$ cat config.mk
export PLATFORM = sky130hd
export DESIGN_NAME = alu_writeback
export DESIGN_NICKNAME = d
export VERILOG_FILES = /design/src/rtl/alu_writeback_pkg.sv /design/src/rtl/alu_writeback_wb_fifo.sv /design/src/rtl/alu_writeback.sv
export SDC_FILE = /design/constraint.sdc
export NUM_CORES = 1
export LEC_CHECK = 0
export BUFFER_PORTS_ARGS = -buffer_cell sky130_fd_sc_hd__clkbuf_2
export CORE_ASPECT_RATIO = 0.7
export CORE_MARGIN = 1
export CORE_UTILIZATION = 30
export DETAILED_ROUTE_END_ITERATION = 10
export PLACE_DENSITY = 0.55
export SLEW_MARGIN = 0
export SYNTH_ARGS = -nofsm -noshare
export SYNTH_HDL_FRONTEND = slang
export SYNTH_HIERARCHICAL = 1
export SYNTH_SLANG_ARGS = --single-unit
$ cat constraint.sdc
create_clock -name clock -period 2.6 [get_ports clock]
set_input_delay 0.13 -clock clock [delete_from_list [all_inputs] [get_ports clock]]
set_output_delay 0.13 -clock clock [all_outputs]
set_load 0.05 [all_outputs]
$ cat src/rtl/alu_writeback_pkg.sv
// Processor-wide writeback types: branch condition codes, the buffered
// result entry layout and the default datapath widths.
package alu_writeback_pkg;

    localparam int DATA_WIDTH     = 32;
    localparam int REG_ADDR_WIDTH = 5;

    typedef enum logic [1:0] {
        BR_NONE   = 2'd0,
        BR_ZERO   = 2'd1,
        BR_NEG    = 2'd2,
        BR_NONNEG = 2'd3
    } branch_cond_e;

    typedef struct packed {
        logic [DATA_WIDTH-1:0]     result;
        logic                      zero;
        logic                      negative;
        logic [REG_ADDR_WIDTH-1:0] rd;
        logic                      reg_write;
        branch_cond_e              branch_cond;
        logic [DATA_WIDTH-1:0]     branch_target;
    } wb_entry_t;

    // Evaluates a branch condition against a pair of flags.
    function automatic logic branch_hit(
        input branch_cond_e cond,
        input logic         zero,
        input logic         negative
    );
        logic hit;
        case (cond)
            BR_ZERO:   hit = zero;
            BR_NEG:    hit = negative;
            BR_NONNEG: hit = !negative;
            default:   hit = 1'b0;
        endcase
        return hit;
    endfunction

endpackage

$ cat src/rtl/alu_writeback_wb_fifo.sv
// Circular buffer of writeback entries; pointers wrap at DEPTH (power of two)
// and flush takes priority over both push and pop.
module wb_fifo
    import alu_writeback_pkg::*;
#(
    parameter int DEPTH = 2
) (
    input  logic                   clock,
    input  logic                   reset_n,
    input  logic                   push,
    input  logic                   pop,
    input  logic                   flush,
    input  wb_entry_t              push_entry,
    output wb_entry_t              head_entry,
    output logic                   full,
    output logic                   empty,
    output logic [$clog2(DEPTH):0] count
);

    localparam int AW = $clog2(DEPTH);
    localparam int CW = $clog2(DEPTH) + 1;

    wb_entry_t         mem_q [DEPTH];
    wb_entry_t         mem_d [DEPTH];
    logic [AW-1:0]     wr_ptr_q, wr_ptr_d;
    logic [AW-1:0]     rd_ptr_q, rd_ptr_d;
    logic [CW-1:0]     count_q, count_d;
    logic              do_push;
    logic              do_pop;

    assign full       = (count_q == CW'(DEPTH));
    assign empty      = (count_q == '0);
    assign count      = count_q;
    assign head_entry = mem_q[rd_ptr_q];

    always_comb begin
        do_push  = push && !full && !flush;
        do_pop   = pop && !empty && !flush;
        mem_d    = mem_q;
        wr_ptr_d = wr_ptr_q;
        rd_ptr_d = rd_ptr_q;
        count_d  = count_q;

        if (do_push) begin
            mem_d[wr_ptr_q] = push_entry;
            wr_ptr_d        = wr_ptr_q + AW'(1);
        end
        if (do_pop) begin
            rd_ptr_d = rd_ptr_q + AW'(1);
        end

        case ({do_push, do_pop})
            2'b10:   count_d = count_q + CW'(1);
            2'b01:   count_d = count_q - CW'(1);
            default: count_d = count_q;
        endcase

        // Stored data is left in place on flush; only the bookkeeping resets.
        if (flush) begin
            wr_ptr_d = '0;
            rd_ptr_d = '0;
            count_d  = '0;
        end
    end

    always_ff @(posedge clock or negedge reset_n) begin
        if (!reset_n) begin
            mem_q    <= '{default: '0};
            wr_ptr_q <= '0;
            rd_ptr_q <= '0;
            count_q  <= '0;
        end else begin
            mem_q    <= mem_d;
            wr_ptr_q <= wr_ptr_d;
            rd_ptr_q <= rd_ptr_d;
            count_q  <= count_d;
        end
    end

endmodule

$ cat src/rtl/alu_writeback.sv
// Writeback stage: buffers ALU results, drives the register-file write port,
// commits the architectural flags and resolves conditional branches.
module alu_writeback #(
    parameter int DEPTH          = 2,
    parameter int DATA_WIDTH     = alu_writeback_pkg::DATA_WIDTH,
    parameter int REG_ADDR_WIDTH = alu_writeback_pkg::REG_ADDR_WIDTH
) (
    input  logic                      clock,
    input  logic                      reset_n,
    input  logic                      in_valid,
    output logic                      in_ready,
    input  logic [DATA_WIDTH-1:0]     in_result,
    input  logic                      in_flag_zero,
    input  logic                      in_flag_negative,
    input  logic [REG_ADDR_WIDTH-1:0] in_rd,
    input  logic                      in_reg_write,
    input  logic [1:0]                in_branch_cond,
    input  logic [DATA_WIDTH-1:0]     in_branch_target,
    input  logic                      flush,
    output logic                      rf_write_valid,
    input  logic                      rf_write_ready,
    output logic [REG_ADDR_WIDTH-1:0] rf_write_addr,
    output logic [DATA_WIDTH-1:0]     rf_write_data,
    output logic                      flag_zero_q,
    output logic                      flag_negative_q,
    output logic                      branch_taken,
    output logic [DATA_WIDTH-1:0]     branch_target,
    output logic [$clog2(DEPTH):0]    occupancy
);

    import alu_writeback_pkg::*;

    wb_entry_t             push_entry;
    wb_entry_t             head;
    logic                  fifo_full;
    logic                  fifo_empty;
    logic                  push;
    logic                  commit;
    logic                  head_present;
    logic                  write_needed;

    logic                  flag_zero_d;
    logic                  flag_negative_d;
    logic                  branch_taken_q, branch_taken_d;
    logic [DATA_WIDTH-1:0] branch_target_q, branch_target_d;

    always_comb begin
        push_entry               = '0;
        push_entry.result        = in_result;
        push_entry.zero          = in_flag_zero;
        push_entry.negative      = in_flag_negative;
        push_entry.rd            = in_rd;
        push_entry.reg_write     = in_reg_write;
        push_entry.branch_cond   = branch_cond_e'(in_branch_cond);
        push_entry.branch_target = in_branch_target;
    end

    // in_ready looks only at stored state so a full buffer never accepts,
    // even when the head retires in the same cycle.
    assign in_ready = !fifo_full;
    assign push     = in_valid && in_ready;

    wb_fifo #(
        .DEPTH(DEPTH)
    ) u_fifo (
        .clock      (clock),
        .reset_n    (reset_n),
        .push       (push),
        .pop        (commit),
        .flush      (flush),
        .push_entry (push_entry),
        .head_entry (head),
        .full       (fifo_full),
        .empty      (fifo_empty),
        .count      (occupancy)
    );

    always_comb begin
        head_present   = !fifo_empty;
        write_needed   = head.reg_write && (head.rd != '0);
        rf_write_valid = head_present && write_needed && !flush;
        commit         = !flush && head_present && (!write_needed || rf_write_ready);
    end

    assign rf_write_addr = head.rd;
    assign rf_write_data = head.result;

    always_comb begin
        flag_zero_d     = flag_zero_q;
        flag_negative_d = flag_negative_q;
        branch_taken_d  = 1'b0;
        branch_target_d = branch_target_q;

        if (commit) begin
            flag_zero_d     = head.zero;
            flag_negative_d = head.negative;
            branch_taken_d  = branch_hit(head.branch_cond, head.zero, head.negative);
            if (branch_taken_d) begin
                branch_target_d = head.branch_target;
            end
        end
    end

    always_ff @(posedge clock or negedge reset_n) begin
        if (!reset_n) begin
            flag_zero_q     <= 1'b0;
            flag_negative_q <= 1'b0;
            branch_taken_q  <= 1'b0;
            branch_target_q <= '0;
        end else begin
            flag_zero_q     <= flag_zero_d;
            flag_negative_q <= flag_negative_d;
            branch_taken_q  <= branch_taken_d;
            branch_target_q <= branch_target_d;
        end
    end

    assign branch_taken  = branch_taken_q;
    assign branch_target = branch_target_q;

endmodule

Yosys cells after proc, flatten, opt, wreduce, memory -nomap -nowiden
Index checks and enable logic that the tools add are counted.
{"block": "totals", "memories": 0, "reg_bits": 187, "out_inout_bits": 76, "input_bits": 79, "latch_bits": 0, "word_cells": 74, "ram_bits": 0, "mem_bits_ro": 0}
{"block": "op_classes", "muxes": 15, "reduce_logical": 23, "bitwise": 2, "mul": 0, "shift": 0, "addsub": 4, "div_mod_pow": 0, "order_cmp": 3, "n_eq_ne": 6}
{"op": "$mux W74", "n": 4}
{"op": "$bwmux W148", "n": 1}
{"op": "$demux W74 S1", "n": 1}
{"op": "$logic_and A1 B1 Y1", "n": 11}
{"op": "$eq A2 B2 Y1 const B", "n": 4}
{"op": "$mux W1", "n": 6}
{"op": "$logic_not A1 Y1", "n": 5}
{"op": "$reduce_bool A5 Y1", "n": 1}
{"op": "$eq A2 B1 Y1 const B", "n": 2}
{"op": "$ge A2 B2 Y1 const B", "n": 2}
{"op": "$not A1 Y2", "n": 2}
{"op": "$pmux W2 S2", "n": 1}
{"op": "$reduce_bool A2 Y1", "n": 2}
{"op": "$pmux W1 S3", "n": 1}
{"op": "$reduce_bool A3 Y1", "n": 1}
{"op": "$add A1 B1 Y1 const B", "n": 2}
{"op": "$add A2 B1 Y2 const B", "n": 1}
{"op": "$logic_not A2 Y1", "n": 1}
{"op": "$lt A2 B1 Y1 const B", "n": 1}
{"op": "$mux W2", "n": 1}
{"op": "$reduce_and A2 Y1", "n": 1}
{"op": "$sub A2 B1 Y2 const B", "n": 1}
{"op": "$logic_or A1 B1 Y1", "n": 1}

Depth between registers and ports, before layout
Gate-level depths: netlist of run 1.
{"block": "logic_depth", "word_depth": 14, "depth_mapped": 9, "depth_no_buf": 7}

By module
The synthesis of run 1 kept the hierarchy.
{"mod": "wb_fifo", "n_inst": 1, "cells_per_inst": 419, "area_per_inst_um2": 6617.6}
{"mod": "alu_writeback", "n_inst": 1, "cells_per_inst": 89, "area_per_inst_um2": 1556.5}

Least setup slack after synthesis of run 1
No wires, ideal clock.
{"block": "synth_path", "kind": "flip-flop to flip-flop", "from": "register u_fifo.rd_ptr_q", "to": "register branch_target_q[0], in the netlist branch_target[0]", "period_less_slack_ns": 2.611, "path_buffers": 4, "path_slack_ns": -0.011, "required_time_ns": 2.475, "t_arrival_ns": 2.486, "stages_incl_launch_ff": 10, "cell_sequence": "dfrtp_1 -> clkbuf_1 -> buf_2 -> mux2_2 -> nor4_4 -> a22oi_2 -> a21o_1 -> buf_6 -> buf_12 -> mux2_4"}
{"block": "synth_between", "elab_chain_len": 10, "elab_cells_between_ends": 16}
{"item": "start, declared", "line": "alu_writeback_wb_fifo.sv:26", "rtl": "logic [AW-1:0] rd_ptr_q, rd_ptr_d;"}
{"item": "start signal, assigned", "line": "alu_writeback_wb_fifo.sv:75", "rtl": "rd_ptr_q <= rd_ptr_d;"}
{"item": "$not A1 Y2 (not written as such)", "line": "alu_writeback_wb_fifo.sv:34", "rtl": "assign head_entry = mem_q[rd_ptr_q];"}
{"item": "$mux W74 (not written as such) (3 in series)", "line": "alu_writeback_wb_fifo.sv:34"}
{"item": "via rf_write_addr[1]", "line": "alu_writeback.sv:22", "rtl": "output logic [REG_ADDR_WIDTH-1:0] rf_write_addr,"}
{"item": "$reduce_bool A5 Y1", "line": "alu_writeback.sv:80", "rtl": "write_needed = head.reg_write && (head.rd != '0);"}
{"item": "$logic_and A1 B1 Y1", "line": "alu_writeback.sv:80"}
{"item": "$logic_not A1 Y1", "line": "alu_writeback.sv:82", "rtl": "commit = !flush && head_present && (!write_needed || rf_write_ready);"}
{"item": "$logic_or A1 B1 Y1", "line": "alu_writeback.sv:82"}
{"item": "$logic_and A1 B1 Y1", "line": "alu_writeback.sv:82"}
{"item": "$reduce_and A2 Y1 (no line)"}
{"item": "end signal, assigned", "line": "alu_writeback.sv:114", "rtl": "branch_target_q <= branch_target_d;"}
{"item": "end, declared", "line": "alu_writeback.sv:45", "rtl": "logic [DATA_WIDTH-1:0] branch_target_q, branch_target_d;"}
The timed path passes the listed nets, and every way through them passes these cells. The select of a mux whose other input is x is not followed.
A chain may end at the register's enable or synchronous reset.

Final worst setup path of run 1
{"block": "layout_path", "from": "register u_fifo.rd_ptr_q", "to": "output port rf_write_data[26]"}
{"block": "layout_between", "elab_chain_len": 4}
{"item": "$not A1 Y2 (not written as such)", "line": "alu_writeback_wb_fifo.sv:34"}
{"item": "$mux W74 (not written as such) (3 in series)", "line": "alu_writeback_wb_fifo.sv:34"}
{"item": "end, declared", "line": "alu_writeback.sv:23", "rtl": "output logic [DATA_WIDTH-1:0] rf_write_data,"}
No other way between the ends. The select of a mux whose other input is x is not followed.

==> results.toml, run 1 <==
[power]
pwr_density_cell_nw_per_um2 = 1080
vdd_drop_max_uv = 578
power_leakage_nw = 4.86

[setup_path]
required_ns = 2.47
worstSetupStartpointType = "flip-flop"
reg2reg_depth = 6
crit_fanout = 31
ff2ff_setup_slack_ns = 0.30
rr_startpoint = "u_fifo/rd_ptr_q"
worstSetupEndpointType = "output pin"
crit_arrival_ns = 2.18
regToRegEndpoint = "branch_target[0]"
worstSetupPathType = "reg2out"

[timing]
setup-tns-final_ns = 0
period_minus_slack_ns = 2.31
hold_violations = 0
tightest_slew_ns = 0.520
fin_hold_ws_ns = 0.232
drv_slew = 0
max_slew_margin_pct = 65.3
max_freq_mhz = 433
finalCritPeriodShare_pct = 88.9
fin_skew_ns = 0.0131
report.final.setup_viol = 0
rsz0062_at_grt = "no"

[floorplanning]
core_sq_um = 26800
die_w_um = 199
initial_core_util_pct = 30.5
num_io_pins = 155
fp.dieArea_sq_um = 27900
die_h_um = 140
num_rows = 50

[global_routing]
grt_usage_pct = 13.9
antenna_found_initial = 0
grt_first_pass_wirelength_um = 29600
grt_max_degree = 76
grt_pass1_vias = 5461
overflow = 0

[cts]
clkSinkCount = 187
hold_buffers = 76
clk_path_buf_depth = 2
ctsResizeCount = 0
cts_tree = "yes"
clkTransAtPathRegs_ns = 0.07
h-tree-depth = 4
cts_setup_buffers = 0
cts_buffers = 17
cts_root_buffer = "clkbuf_16"
clk_latency_ns = 0.43

[drt]
post_drt_wl_per_cell_um = 16.5
drt_iter0_drc = 87
wl_um = 18400
dr.pass1.iters = 4
vias = 4918
ant_nets = 0
drc = 0
via_per_inst = 4.40

[hold_path]
hp-start = "in_valid"
min-delay-path-class = "in2reg"
min_to = "u_fifo/wr_ptr_q"
hold_path_depth = 5

[place]
io_buffers = 154
dp.final_hpwl_um = 12000
finalWeightedCongestion = 0.730

[logic_synthesis]
synth_top_cell_by_area = "dfrtp_1"
post-synth-top-area-fraction_pct = 57.2
synth_seq_cells = 187
avgSynthCellArea_sq_um = 16.1
synth_fp_nets = 587
syn_area_sq_um = 8170
yosysWarningCount = 6
synth.area.top_cells = "dfrtp_1 (57%), mux2_2 (23%), mux2_1 (8.3%)"
synth_cell_types = 29
syn_inst = 508
ys_seq_area_share_pct = 57.2

[finish]
drive_gt1_share_pct = 53.3
final_util_pct = 39.8
antenna_cells = 0
nNetsFinal = 820
area_delta_synth_final_pct = 30.4

[outcome]
outcome = "finished, final reports clean"

[run]
cap_violations = 0
[how the worst max path moves through the flow]
| stage | cells past startpoint | slack, ns | endpoint | startpoint |
|---|---|---|---|---|
| after floorplan | 9 | 0.11 | branch_target[0] | u_fifo/rd_ptr_q |
| after global placement | 6 | 0.28 | branch_target[21] | u_fifo/rd_ptr_q |
| after detailed placement | 6 | 0.27 | branch_target[10] | u_fifo/rd_ptr_q |
| after CTS | 3 | 0.23 | rf_write_data[26] | u_fifo/rd_ptr_q |
| after global routing | 3 | 0.17 | rf_write_data[26] | u_fifo/rd_ptr_q |
| final | 3 | 0.29 | rf_write_data[26] | u_fifo/rd_ptr_q |
[cells in the final DEF (no fill, tap or decap), drive strengths merged]
cell type    instances
mux2               256
dfrtp              187
clkbuf             176
dlygate4sd3         76
buf                 12
inv                  6
a21oi                5
nor2                 4
clkinv               4
clkinvlp             3
nor4                 2
nand2b               2
nand2                2
nand3b               2
xor2                 2
o21ai                2
a21o                 2
nor3                 1
a22oi                1
nor2b                1
bufinv               1
nand4b               1
mux2i                1
or2                  1
nor3b                1
or3                  1
o211ai               1
[synthesized netlist by cell type]
cell type and count:
or2_2 1, o21ai_0 2, nor4_4 2, mux2i_1 1, a21oi_1 5, nor3b_1 1
buf_12 3, buf_4 7, clkbuf_1 3, a22oi_2 1, inv_1 3, nand3b_1 2
mux2_1 60, nor2_1 4, buf_6 7, or3_1 1, inv_2 2, mux2_4 29
xor2_1 2, nor3_4 1, nand2_1 2, buf_2 8, nand4b_1 1, dfrtp_1 187
mux2_2 167, a21o_1 2, o211ai_1 1, nor2b_1 1, nand2b_1 2
[metrics by stage]
stage / worst slack [ns] / cell area [sq um] / power (mW) / instances
2_1_floorplan: 0.113 / 8180 / 7.91 / 508
3_3_place_gp: 0.284 / 9320 / 8.75 / 1010
3_5_place_dp: 0.275 / 9320 / 8.96 / 1010
4_1_cts: 0.234 / 10700 / 11.7 / 1117
5_1_grt: 0.166 / 10700 / 12.1 / 1117
6_report: 0.290 / 10700 / 11.5 / 1117
[sequential cells by signal, summed over array words and instances (netlist names)]
signal / cells
u_fifo/count: 2
u_fifo/mem_q: 148
u_fifo/rd_ptr_q: 1
branch_target: 32
u_fifo/wr_ptr_q: 1
branch_taken: 1
flag_negative_q: 1
flag_zero_q: 1
[logic make-up (layout without fill, tap and decap cells)]
logic type / after synthesis / after routing / share of synthesized area, %
AOI/OAI and AO/OA: 11 / 11 / 0.857
xor gates and xnor gates: 2 / 2 / 0.214
buffers and inverters: 33 / 278 / 3.20
DFF: 187 / 187 / 57.2
muxes: 257 / 257 / 36.7
and+or+nand+nor: 18 / 18 / 1.76
[final cells by class]
class	instances	area, sq um
clock buffer	22	484
clock inverter	9	88.8
fill	2561	16100
inverter	5	18.8
multi-input combinational	288	3230
sequential	187	4680
tap	364	455
timing repair buffer	242	1690
[layer usage]
| metal | track usage, % | wire length [um] | up-vias | share of wire [%] |
|---|---|---|---|---|
| met5 | 0 | 0 | - | 0 |
| met4 | 4.45 | 265 | 0 | 1.4 |
| met1 | 17.8 | 8510 | 2532 | 46 |
| met2 | 22.7 | 8790 | 95 | 48 |
| li1 | - | - | 2274 | - |
| met3 | 3.97 | 826 | 17 | 4.5 |
[where the power goes]
group          switching [mW]  internal [mW]
Sequential              0.568           4.03
Combinational            2.62           1.74
Clock                    1.11           1.42
[worst max-delay path: stages, from the launching register on]
cell	delay, ns
dfrtp_4	0.56
buf_4	0.47
mux2_2	0.43
clkbuf_2	0.24
(Power assumes the default switching activity.)
==> inputs of run 2 (changes only) <==
==> constraint.sdc (replaced) <==
create_clock -name clock -period 2.6 [get_ports clock]
set_input_delay 0.13 -clock clock [delete_from_list [all_inputs] [get_ports clock]]
set_output_delay 0.13 -clock clock [all_outputs]
set_load 0.1 [all_outputs]
==> run 2 against run 1 <==
Final cell count hardly changed. Die area unchanged. Register-to-register slack improved by 0.04 ns. First-iteration DRC count fell by 13%. Critical endpoint is now rf_write_data[28]. Maximum frequency decreased by 4.6%. Sequential power is essentially flat. Clock power increased by 5%. Critical path type unchanged. Via count grew 0.39%. Critical path depth is the same. Largest cell class unchanged. Non-clock buffer count decreased by 2.
==> results.toml, run 2 (synthesized netlist as in run 1, its figures left out) <==
[setup_path]
crit_fanout = 27
worstSetupStartpointType = "flip-flop"
worstSetupEndpointType = "output pin"
regToRegEndpoint = "branch_target[7]"
rr_startpoint = "u_fifo/rd_ptr_q"
required_ns = 2.47
reg2reg_depth = 6
worstSetupPathType = "reg2out"
ff2ff_setup_slack_ns = 0.34
crit_arrival_ns = 2.29

[floorplanning]
num_io_pins = 155
initial_core_util_pct = 30.5
die_w_um = 199
num_rows = 50
core_sq_um = 26800
fp.dieArea_sq_um = 27900
die_h_um = 140

[finish]
multiInputGateArea_sq_um = 3260
final_common_cell = "dfrtp_1"
regArea_sq_um = 4690
area_delta_synth_final_pct = 31.0
antenna_cells = 0
regMostFlops = "u_fifo/mem_q"
largest_register_ffs = 148
fill_cells = 2551
drive_gt1_share_pct = 53.7
nNetsFinal = 818
layout_common_cells = "dfrtp_1 (184), mux2_2 (162), clkbuf_2 (153)"

[drt]
ant_nets = 0
drt_iter0_drc = 76
via_per_inst = 4.42
wl_um = 18100
dr.pass1.iters = 6
drc = 0
vias = 4937
post_drt_wl_per_cell_um = 16.2

[power]
vdd_drop_max_uv = 634
power_leakage_nw = 4.88
pwr_density_cell_nw_per_um2 = 1250

[hold_path]
hp-start = "flush"
hold_path_depth = 2
min_to = "u_fifo/count[0]"
min-delay-path-class = "in2reg"

[global_routing]
grt_first_pass_wirelength_um = 29500
grt_max_degree = 80
overflow = 0
antenna_found_initial = 0
grt_usage_pct = 13.7
grt_pass1_vias = 5669

[timing]
period_minus_slack_ns = 2.42
finalCritPeriodShare_pct = 93.1
fin_hold_ws_ns = 0.0357
fin_skew_ns = 0.00807
hold_violations = 0
setup-tns-final_ns = 0
max_freq_mhz = 413
rsz0062_at_grt = "no"
report.final.setup_viol = 0
tightest_slew_ns = 0.585
max_slew_margin_pct = 61.2
drv_slew = 0

[cts]
clkTransAtPathRegs_ns = 0.07
cts_tree = "yes"
cts_buffers = 17
cts_root_buffer = "clkbuf_16"
clkSinkCount = 187
clk_path_buf_depth = 2
cts_setup_buffers = 0
h-tree-depth = 4
hold_buffers = 75
ctsResizeCount = 0
clk_latency_ns = 0.43

[outcome]
outcome = "finished, final reports clean"

[place]
finalWeightedCongestion = 0.724
io_buffers = 154
dp.final_hpwl_um = 12100

[run]
cap_violations = 0
[run 2: changes by cell type in the layout (fill, tap and decap cells not counted), moves of 2 or more]
cell	previous run	this run
clkinv_4	2	4
clkinv_2	2	0
dfrtp_1	186	184
buf_4	7	5
mux2_4	29	34
dfrtp_2	0	2
mux2_2	167	162
[run 2: cell type report]
cell class                      instances  area share (%)
Clock buffer                           21            4.39
Clock inverter                         11            1.26
Inverter                                5           0.175
Multi-Input combinational cell        288            30.4
Sequential cell                       187            43.7
Tap cell                              364            4.25
Timing Repair Buffer                  240            15.8
[run 2: how the worst max path moves through the flow]
| stage | from | to | slack [ns] | cells after the start |
|---|---|---|---|---|
| 6_report | u_fifo/rd_ptr_q | rf_write_data[28] | 0.18 | 3 |
| 5_1_grt | u_fifo/rd_ptr_q | rf_write_data[28] | 0.08 | 3 |
| 4_1_cts | u_fifo/rd_ptr_q | rf_write_data[28] | 0.12 | 3 |
| 3_5_place_dp | u_fifo/rd_ptr_q | branch_target[4] | 0.31 | 6 |
| 3_3_place_gp | u_fifo/rd_ptr_q | branch_target[23] | 0.37 | 6 |
| 2_1_floorplan | u_fifo/rd_ptr_q | branch_target[0] | 0.04 | 9 |
[run 2: metrics by stage]
step           power (mW)  cell area (sq um)  setup WS (ns)  std cells  util, %
3_5_place_dp         10.8               9350          0.309       1009     34.9
5_1_grt              14.1              10700         0.0762       1116     40.0
2_1_floorplan        9.74               8200         0.0416        508        -
3_3_place_gp         10.6               9350          0.374       1009     34.9
4_1_cts              13.6              10700          0.121       1116     40.0
6_report             13.4              10700          0.178       1116     40.0
[run 2: layer usage]
layer / GRT usage (%) / wire length [um] / vias up
met4: 3.85 / 214 / 0
li1: - / - / 2278
met2: 24.0 / 9070 / 95
met3: 4.58 / 927 / 12
met5: 0 / 0 / -
met1: 16.0 / 7920 / 2552
[run 2: power by group]
group / internal, mW / leakage (nW) / switching [mW]
combinational: 1.75 / 2.35 / 4.41
clock: 1.51 / 0.286 / 1.15
sequential: 4.03 / 2.24 / 0.596
total: 7.28 / 4.88 / 6.15
[run 2: worst max-delay path, stage by stage (launching register included)]
cell and delay, ns:
dfrtp_4 0.63, buf_4 0.44, mux2_2 0.40, clkbuf_2 0.37
==> inputs of run 3 (changes only) <==
--- a/config.mk
+++ b/config.mk
@@ -10,7 +10,7 @@
 export CORE_MARGIN = 1
 export CORE_UTILIZATION = 30
 export DETAILED_ROUTE_END_ITERATION = 10
-export PLACE_DENSITY = 0.55
+export PLACE_DENSITY = 0.57
 export SLEW_MARGIN = 0
 export SYNTH_ARGS = -nofsm -noshare
 export SYNTH_HDL_FRONTEND = slang
==> run 3 against run 2 <==
Routed wire length is 5.5% lower. Sequential share of layout area unchanged. Critical path type unchanged. Maximum frequency up 0.49%. Register-to-register slack worse by 0.02 ns. Clock power fell by 3%. Utilization unchanged. Worst setup slack better by 0.012 ns.
==> results.toml, run 3 (synthesized netlist as in run 1, its figures left out) <==
[floorplanning]
num_rows = 50
initial_core_util_pct = 30.5
die_h_um = 140
die_w_um = 199
fp.dieArea_sq_um = 27900
num_io_pins = 155
core_sq_um = 26800

[power]
p_switching_mw = 6.01
vdd_drop_max_uv = 773
p_comb_share_pct = 46.2
p_int_mw = 7.27
pwr-share-clk_pct = 19.4
pwr_density_cell_nw_per_um2 = 1240
power_leakage_nw = 4.88
power.total_mw = 13.3
pwr-share-seq_pct = 34.4
swShare_pct = 45.2

[place]
dpl_cell_area_sq_um = 9380
dp.final_hpwl_um = 11000
finalWeightedCongestion = 0.715
post-place-cells = 1011
io_buffers = 154

[global_routing]
overflow = 0
antenna_found_initial = 0
met3_usage_pct = 4.36
grt-busiest-layer = "met2"
grt_first_pass_wirelength_um = 28100
grt_max_degree = 73
grt_usage_pct = 13.1
grt_pass1_vias = 5104
grt_use_met2_pct = 19.1
met1_usage_pct = 18.3

[setup_path]
crit_family = "buffers and inverters"
worst-path-buf-inv = 2
cpPeakStageDelay_ns = 0.63
reg2reg_depth = 6
crit_chain = "buf_6, mux2_2, clkbuf_2"
crit_fanout = 34
worstSetupPathType = "reg2out"
crit_arrival_ns = 2.28
cp.depth = 3
critPathSlowestCell = "dfrtp_4"
worstSetupStartpointType = "flip-flop"
worstSetupEndpointType = "output pin"
required_ns = 2.47

[drt]
dr.pass1.iters = 4
via_per_inst = 4.31
wl_um = 17100
drc = 0
vias = 4813
ant_nets = 0
post_drt_wl_per_cell_um = 15.3
drt_iter0_drc = 78

[finish]
largest_register_ffs = 148
antenna_cells = 0
layout_common_cells = "dfrtp_1 (184), mux2_2 (162), clkbuf_2 (153)"
final_common_cell = "dfrtp_1"
nNetsFinal = 820
regMostFlops = "u_fifo/mem_q"
area_delta_synth_final_pct = 31.0
finalInstanceArea_sq_um = 10700
final_util_pct = 40.0
drive_gt1_share_pct = 53.3
fin_cells = 1117

[timing]
tightest_slew_ns = 0.629
finalCritPeriodShare_pct = 92.7
hold_violations = 0
setup-tns-final_ns = 0
max_freq_mhz = 415
drv_slew = 0
period_minus_slack_ns = 2.41
fin_skew_ns = 0.0119
rsz0062_at_grt = "no"
report.final.setup_viol = 0
max_slew_margin_pct = 58.1

[cts]
cts_setup_buffers = 0
h-tree-depth = 4
cts_buffers = 17
cts_tree = "yes"
clk_latency_ns = 0.43
clkTransAtPathRegs_ns = 0.07
clkSinkCount = 187
cts_root_buffer = "clkbuf_16"
clk_path_buf_depth = 2

[run]
cap_violations = 0

[hold_path]
hold_path_depth = 2
min-delay-path-class = "in2reg"

[outcome]
outcome = "finished, final reports clean"
[run 3: changes by cell type in the layout (fill, tap and decap cells not counted), sizes merged]
cell | previous run | this run
buf | 11 | 13
clkinv | 4 | 2
inv | 7 | 5
clkinvlp | 3 | 2
clkbuf | 175 | 179
[run 3: layout make-up]
class                      count  area (sq um)
multi-input combinational    288          3260
timing repair buffer         242          1720
sequential                   187          4690
tap                          364           455
clock buffer                  25           485
fill                        2604         16100
inverter                       5          18.8
clock inverter                 6          88.8
[run 3: power groups by stage]
stage / registers (mW) / logic (mW) / clock network (mW)
3_5_place_dp: 4.61 / 6.09 / 0
2_1_floorplan: 6.39 / 3.35 / 0
5_1_grt: 4.71 / 6.41 / 2.81
3_3_place_gp: 4.62 / 6.03 / 0
6_report: 4.56 / 6.13 / 2.58
4_1_cts: 4.57 / 6.19 / 2.70
[run 3: timing repair]
item	4_1_cts	5_1_grt
hold endpoints to repair	216	0
endpoints found under the setup margin	2	0
resized for setup	1	0
hold buffers	75	0
[run 3: path summary, 6_finish.rpt]
path	startpoint	to	slack (ns)
setup / recovery	u_fifo/rd_ptr_q	rf_write_data[27]	0.19
hold / removal	flush	u_fifo/wr_ptr_q	0.03
setup reg to reg	u_fifo/rd_ptr_q	branch_target[8]	0.32
hold reg to reg	u_fifo/mem_q[94]	u_fifo/mem_q[94]	0.48
max in group asynchronous	reset_n	u_fifo/mem_q[96]	1.59
min in group asynchronous	reset_n	u_fifo/mem_q[63]	0.28
[run 3: metal layers]
| layer | vias to the layer above | routed length, um |
|---|---|---|
| met2 | 96 | 7410 |
| met3 | 14 | 880 |
| met4 | 0 | 195 |
| met5 | - | 0 |
| li1 | 2290 | - |
| met1 | 2413 | 8660 |
[run 3: per-stage QoR]
step / worst slack [ns] / hold WS [ns]
final: 0.190 / 0.0288
after global routing: 0.0817 / 0.0415
after global placement: 0.381 / 0.209
after floorplan: 0.0416 / -0.166
after CTS: 0.144 / 0.00258
after detailed placement: 0.325 / 0.208
